==> config.mk <==
export PLATFORM = sky130hd
export DESIGN_NAME = piso_serializer_flat
export DESIGN_NICKNAME = d
export VERILOG_FILES = /design/src/rtl/piso_serializer_pkg.sv /design/src/rtl/piso_serializer_if.sv /design/src/rtl/piso_serializer_bit_counter.sv /design/src/rtl/piso_serializer.sv /design/src/flat_wrapper.sv
export SDC_FILE = /design/constraint.sdc
export NUM_CORES = 1
export LEC_CHECK = 0
export CAP_MARGIN = 20
export CELL_PAD_IN_SITES_DETAIL_PLACEMENT = 1
export CELL_PAD_IN_SITES_GLOBAL_PLACEMENT = 1
export CORE_AREA = 8 8 45 47
export DETAILED_ROUTE_END_ITERATION = 8
export DIE_AREA = 0 0 53 55
export HOLD_SLACK_MARGIN = 0.15
export PLACE_DENSITY_LB_ADDON = 0.25
export SYNTH_ARGS = -nofsm -noshare
export SYNTH_HDL_FRONTEND = slang
export SYNTH_SLANG_ARGS = --single-unit
==> constraint.sdc <==
create_clock -name clk -period 2.55 [get_ports clk]
set_clock_uncertainty 0.15 [all_clocks]
set_input_delay 0.255 -clock clk [delete_from_list [all_inputs] [get_ports clk]]
set_output_delay 0.255 -clock clk [all_outputs]
set_load 0.01 [all_outputs]
==> src/rtl/piso_serializer_pkg.sv <==
// Shared types and helpers for the parallel-in/serial-out framer.
// Holds the FSM state encoding, legal word-width limits and the parity helper.
package piso_serializer_pkg;

    typedef enum logic [1:0] {
        IDLE   = 2'd0,
        SHIFT  = 2'd1,
        PARITY = 2'd2
    } state_t;

    localparam int MIN_WIDTH = 2;
    localparam int MAX_WIDTH = 16;

    // Even parity: the bit that makes the total count of ones even.
    // Narrower words are zero-extended by the caller.
    function automatic logic parity_of(input logic [MAX_WIDTH-1:0] word);
        return ^word;
    endfunction

endpackage

==> src/rtl/piso_serializer_if.sv <==
// Word handshake plus serial-side outputs of the framer, bundled as one port.
interface piso_serializer_if #(
    parameter int WIDTH = 4
);

    logic [WIDTH-1:0] din;
    logic             din_valid;
    logic             din_ready;
    logic             sout;
    logic             sout_valid;
    logic             frame_start;
    logic             frame_done;
    logic             busy;

    modport master (
        output din, din_valid,
        input  din_ready, sout, sout_valid, frame_start, frame_done, busy
    );

    modport slave (
        input  din, din_valid,
        output din_ready, sout, sout_valid, frame_start, frame_done, busy
    );

endinterface

==> src/rtl/piso_serializer_bit_counter.sv <==
// Up-counter with synchronous clear, enable and a terminal-count flag.
// Updates on the falling edge so it stays in step with the serial stages.
module bit_counter #(
    parameter int           W    = 2,
    parameter logic [W-1:0] LAST = '1
) (
    input  logic         clk,
    input  logic         rst,
    input  logic         clear,
    input  logic         en,
    output logic [W-1:0] count,
    output logic         tc
);

    // Clear wins over enable so a new frame always starts counting at zero.
    always_ff @(negedge clk or posedge rst) begin
        if (rst) begin
            count <= '0;
        end else if (clear) begin
            count <= '0;
        end else if (en) begin
            count <= count + W'(1);
        end
    end

    assign tc = (count == LAST);

endmodule

==> src/rtl/piso_serializer.sv <==
// Parallel-in/serial-out framer: accepts a word on a valid/ready handshake and
// emits it one bit per falling edge, optionally followed by an even-parity bit.
module piso_serializer
    import piso_serializer_pkg::*;
#(
    parameter int WIDTH     = 4,
    parameter bit PARITY_EN = 1'b0,
    parameter bit MSB_FIRST = 1'b1
) (
    input  logic                 clk,
    input  logic                 rst,
    piso_serializer_if.slave     bus
);

    localparam int CNT_W = (WIDTH > MIN_WIDTH) ? $clog2(WIDTH) : 1;

    state_t             state;
    state_t             next_state;
    logic [WIDTH-1:0]   shreg;
    logic [WIDTH-1:0]   shreg_next;
    logic               par_bit;
    logic               par_next;
    logic [CNT_W-1:0]   cnt;
    logic               cnt_tc;
    logic               last_cycle;
    logic               hs;
    logic               advance;
    logic               sout_n;
    logic               valid_n;
    logic               start_n;
    logic               done_n;
    logic               sout_q;
    logic               valid_q;
    logic               start_q;
    logic               done_q;

    function automatic logic head(input logic [WIDTH-1:0] w);
        return MSB_FIRST ? w[WIDTH-1] : w[0];
    endfunction

    function automatic logic [WIDTH-1:0] shifted(input logic [WIDTH-1:0] w);
        return MSB_FIRST ? (w << 1) : (w >> 1);
    endfunction

    bit_counter #(
        .W    (CNT_W),
        .LAST (CNT_W'(WIDTH - 1))
    ) u_bit_counter (
        .clk   (clk),
        .rst   (rst),
        .clear (hs),
        .en    (advance),
        .count (cnt),
        .tc    (cnt_tc)
    );

    // Ready also rises on the final bit of a frame so words stream without a gap.
    assign last_cycle    = (state == SHIFT && cnt_tc && !PARITY_EN) || (state == PARITY);
    assign bus.din_ready = !rst && ((state == IDLE) || last_cycle);
    assign hs            = bus.din_valid && bus.din_ready;
    assign advance       = (state == SHIFT) && !cnt_tc;

    always_ff @(negedge clk or posedge rst) begin
        if (rst) begin
            state <= IDLE;
        end else begin
            state <= next_state;
        end
    end

    always_comb begin
        next_state = state;
        case (state)
            IDLE: begin
                if (hs) next_state = SHIFT;
            end
            SHIFT: begin
                if (!cnt_tc)        next_state = SHIFT;
                else if (PARITY_EN) next_state = PARITY;
                else if (hs)        next_state = SHIFT;
                else                next_state = IDLE;
            end
            PARITY: begin
                next_state = hs ? SHIFT : IDLE;
            end
            default: next_state = IDLE;
        endcase
    end

    // Next values of the registered serial outputs; a load always wins because
    // it can only fire in IDLE or on the last bit of the current frame.
    always_comb begin
        shreg_next = shreg;
        par_next   = par_bit;
        sout_n     = 1'b0;
        valid_n    = 1'b0;
        start_n    = 1'b0;
        done_n     = 1'b0;
        if (hs) begin
            shreg_next = bus.din;
            par_next   = parity_of(MAX_WIDTH'(bus.din));
            sout_n     = head(bus.din);
            valid_n    = 1'b1;
            start_n    = 1'b1;
        end else if (advance) begin
            shreg_next = shifted(shreg);
            sout_n     = head(shifted(shreg));
            valid_n    = 1'b1;
            done_n     = !PARITY_EN && (cnt == CNT_W'(WIDTH - 2));
        end else if (state == SHIFT && PARITY_EN) begin
            sout_n     = par_bit;
            valid_n    = 1'b1;
            done_n     = 1'b1;
        end
    end

    always_ff @(negedge clk or posedge rst) begin
        if (rst) begin
            shreg   <= '0;
            par_bit <= 1'b0;
            sout_q  <= 1'b0;
            valid_q <= 1'b0;
            start_q <= 1'b0;
            done_q  <= 1'b0;
        end else begin
            shreg   <= shreg_next;
            par_bit <= par_next;
            sout_q  <= sout_n;
            valid_q <= valid_n;
            start_q <= start_n;
            done_q  <= done_n;
        end
    end

    assign bus.sout        = sout_q;
    assign bus.sout_valid  = valid_q;
    assign bus.frame_start = start_q;
    assign bus.frame_done  = done_q;
    assign bus.busy        = valid_q;

endmodule
==> src/flat_wrapper.sv <==
// flat-port wrapper written by rule: the top's interface ports become plain ports
module piso_serializer_flat import piso_serializer_pkg::*;
#(
    parameter int WIDTH     = 4,
    parameter bit PARITY_EN = 1'b0,
    parameter bit MSB_FIRST = 1'b1
)
  (clk, rst, bus_din, bus_din_valid, bus_din_ready, bus_sout, bus_sout_valid, bus_frame_start, bus_frame_done, bus_busy);
  piso_serializer_if #(.WIDTH(WIDTH)) bus_i ();
  input  logic clk;
  input  logic rst;
  input wire logic [$bits(bus_i.din)-1:0] bus_din;
  input wire logic [$bits(bus_i.din_valid)-1:0] bus_din_valid;
  output wire logic [$bits(bus_i.din_ready)-1:0] bus_din_ready;
  output wire logic [$bits(bus_i.sout)-1:0] bus_sout;
  output wire logic [$bits(bus_i.sout_valid)-1:0] bus_sout_valid;
  output wire logic [$bits(bus_i.frame_start)-1:0] bus_frame_start;
  output wire logic [$bits(bus_i.frame_done)-1:0] bus_frame_done;
  output wire logic [$bits(bus_i.busy)-1:0] bus_busy;
  assign bus_i.din = bus_din;
  assign bus_i.din_valid = bus_din_valid;
  assign bus_din_ready = bus_i.din_ready;
  assign bus_sout = bus_i.sout;
  assign bus_sout_valid = bus_i.sout_valid;
  assign bus_frame_start = bus_i.frame_start;
  assign bus_frame_done = bus_i.frame_done;
  assign bus_busy = bus_i.busy;
  piso_serializer #(.WIDTH(WIDTH), .PARITY_EN(PARITY_EN), .MSB_FIRST(MSB_FIRST)) u_core (.clk(clk), .rst(rst), .bus(bus_i));
endmodule
==> results.ini, run 1 <==
[setup_path]
cp_max_fo=2
max_stage_delay_ns=0.36
reg2reg_depth=7
criticalPathCategory=reg -> out
cp_cell_sequence=ha_2 > nor2b_2 > nor2_2 > buf_2
crit_family=flip-flops
end_kind=output pin
cp_data_arrival_time_ns=2.42
r2r-start=u_core.u_bit_counter.count[1]$_DFFE_NP0P_
cp.required_ns=2.14
r2r_end=u_core.bus.sout$_DFF_NP0_
cp.buffers_inverters=1
worst_path_max_delay_cell=dfrtn_1
crit_path_start_kind=flip-flop
reg2reg_slack_ns=0.83

[placed_design]
place.port_buffers=12
gp_congestion=0.638
dp_slack_ns=-0.424
post-place-cells=66
place_area_um2=577
hpwl_um=763

[floorplan]
rows=14
start_util_pct=31.9
dieArea_mm2=0.00292
io_pins=13
die-width_um=53
die_h_um=55
design.core.area_mm2=0.00138

[global_routing]
antenna_found_initial=0
gr-total-overflow=0
grt_max_degree=11
grt_pass1_wl_um=1730
grt_usage_pct=7.98
first_global_vias=424

[timing]
setup_viol=1
finalWorstSetupSlack_ns=-0.279
hold_viol_final=0
tns_ns=-0.279
rsz0062_at_grt=true
worstMarginPinSlew_ns=0.391
slew_viol_final=0
slew_headroom_pct=73.9
whs_ns=0.310

[yosys]
yosys.area.top_type_share_pct=56.7
yosysSeqAreaShare_pct=56.7
synth_nets=47
synthCells=38
syn_area_per_cell_um2=11.6
ys_types=16
synth_area_um2=442
yosysWarnings=0
ys_top_cells_by_area=dfrtn_1 (57%), mux2i_1 (6.8%), ha_1 (5.7%), buf_6 (5.1%), nand2_1 (4.2%)
ys_ff_latch=10
yosysTopAreaCell=dfrtn_1

[final_layout]
nNetsFinal=70
drive_above_1_share_pct=40.7
layout_common_cells=dfrtn_1 (10), buf_4 (9), buf_2 (6), nand2_1 (5), clkdlybuf4s50_1 (5)
layout.cells.non_filler=75
num_antenna_cells=0
fillers=165
final_common_cell=dfrtn_1
fin_area_um2=631
syn_to_final_growth_pct=42.8

[detailed_routing]
wl_per_cell_um=13.7
finalWirelength_um=1030
drcViolationCount=0
avgViaCountPerCell=4.65
drtPass1Iterations=1
ant_nets=0
drtIter0Drc=0
vias=349

[worst_hold_path]
hold_path_class=reg -> reg
worst_hold_startpoint=u_core.shreg[1]$_DFFE_NP0P_
hold_depth=2
hold_path_end=u_core.shreg[2]$_DFFE_NP0P_

[cts]
cts.sinks=10
clk_pin_slew_ns=0.05
cts-root-buf=clkbuf_4
h-tree-depth=1
cts_tree=yes
clock_path_buffers=2
cts_made_buffers=3
insertion_delay_ns=0.27

[flow_run]
max_cap_viol_count=0

[power]
p_leak_uw=0.000331
ir_worst_vdd_v=0.000487
cellPowerDensity_mw_per_mm2=1100

[status]
violations=negative setup slack
status=finished, violations left

per-stage QoR:
| stage | util [%] | power (uW) |
|---|---|---|
| after global routing | 45.6 | 744 |
| final | 45.6 | 692 |
| after CTS | 44.0 | 683 |
| after global placement | 41.7 | 520 |
| after floorplan | - | 439 |
| after detailed placement | 41.7 | 549 |
routing by layer:
layer | vias up | track usage, % | part of all wire (%)
met5 | - | 0 | 0
met4 | 0 | 5.17 | 1.6
met3 | 2 | 2.94 | 6.8
met2 | 12 | 14.6 | 50
met1 | 169 | 7.30 | 41
li1 | 166 | - | -
report_power, final:
part           internal (uW)  switching (uW)
Clock                   54.5            53.1
Sequential               226            31.6
Combinational            165             161
Total                    446             246
repair_timing:
item | 4_1_cts | 5_1_grt
gates resized for setup | 27 | 2
hold buffers | 0 | 0
setup endpoints to repair | 14 | 3
pin swaps | 0 | 1
buffers inserted | 4 | 2
sequential cells by signal (all words and copies together), names as in the netlist:
name and cells:
u_core.u_bit_counter.count 2, u_core.bus.sout 1, u_core.shreg 3, u_core.bus.frame_start 1
u_core.bus.frame_done 1, u_core.bus.busy 1, u_core.state 1
final cells by class:
cell class / instances / area [um^2] / area share [%]
inverters: 2 / 7.51 / 1.19
well taps: 16 / 20.0 / 3.17
clock buffers: 3 / 22.5 / 3.57
flip-flops and latches: 10 / 250 / 39.7
multi-input cells: 23 / 170 / 27.0
repair buffers: 21 / 160 / 25.4
worst min-delay path: stages (launching register included):
cell	delay [ns]
dfrtn_1	0.41
nand2_1	0.06
o21ai_1	0.07
worst max-delay path by stage:
| stage | from | to | slack, ns | depth (start not counted) |
|---|---|---|---|---|
| 6_report | u_core.u_bit_counter.count[1]$_DFFE_NP0P_ | bus_din_ready | -0.28 | 4 |
| 4_1_cts | u_core.u_bit_counter.count[0]$_DFFE_NP0P_ | bus_din_ready | -0.27 | 4 |
| 2_1_floorplan | u_core.u_bit_counter.count[1]$_DFFE_NP0P_ | bus_din_ready | 0.006 | 4 |
| 3_5_place_dp | u_core.u_bit_counter.count[1]$_DFFE_NP0P_ | bus_din_ready | -0.42 | 4 |
| 3_3_place_gp | u_core.u_bit_counter.count[1]$_DFFE_NP0P_ | bus_din_ready | -0.37 | 4 |
| 5_1_grt | u_core.u_bit_counter.count[1]$_DFFE_NP0P_ | bus_din_ready | -0.34 | 4 |
cell families (layout without fill, tap and decap cells):
| family | after synthesis | after routing | synth area share (%) |
|---|---|---|---|
| mux | 3 | 3 | 6.80 |
| fa+ha+maj | 2 | 2 | 5.66 |
| flops | 10 | 10 | 56.7 |
| compound gates | 5 | 5 | 6.51 |
| buf+inv | 5 | 26 | 8.50 |
| simple gates | 13 | 13 | 15.9 |
cell usage after synthesis:
master / instances
nand3_1: 1
and2_1: 1
nand2b_1: 2
dfrtn_1: 10
ha_1: 2
a22o_1: 1
mux2i_1: 3
o21ai_0: 1
nor2_4: 1
inv_1: 2
nor2b_2: 1
o21ai_1: 3
buf_4: 1
buf_6: 2
nor2_1: 2
nand2_1: 5
(Power assumes the default switching activity.)
==> run 2, diff against run 1 <==
--- a/config.mk
+++ b/config.mk
@@ -11,7 +11,7 @@
 export CORE_AREA = 8 8 45 47
 export DETAILED_ROUTE_END_ITERATION = 8
 export DIE_AREA = 0 0 53 55
-export HOLD_SLACK_MARGIN = 0.15
+export GPL_TIMING_DRIVEN = 1
 export PLACE_DENSITY_LB_ADDON = 0.25
 export SYNTH_ARGS = -nofsm -noshare
 export SYNTH_HDL_FRONTEND = slang
==> results of run 2 <==
The final DEF is identical to that of run 1; final timing and power are the same.
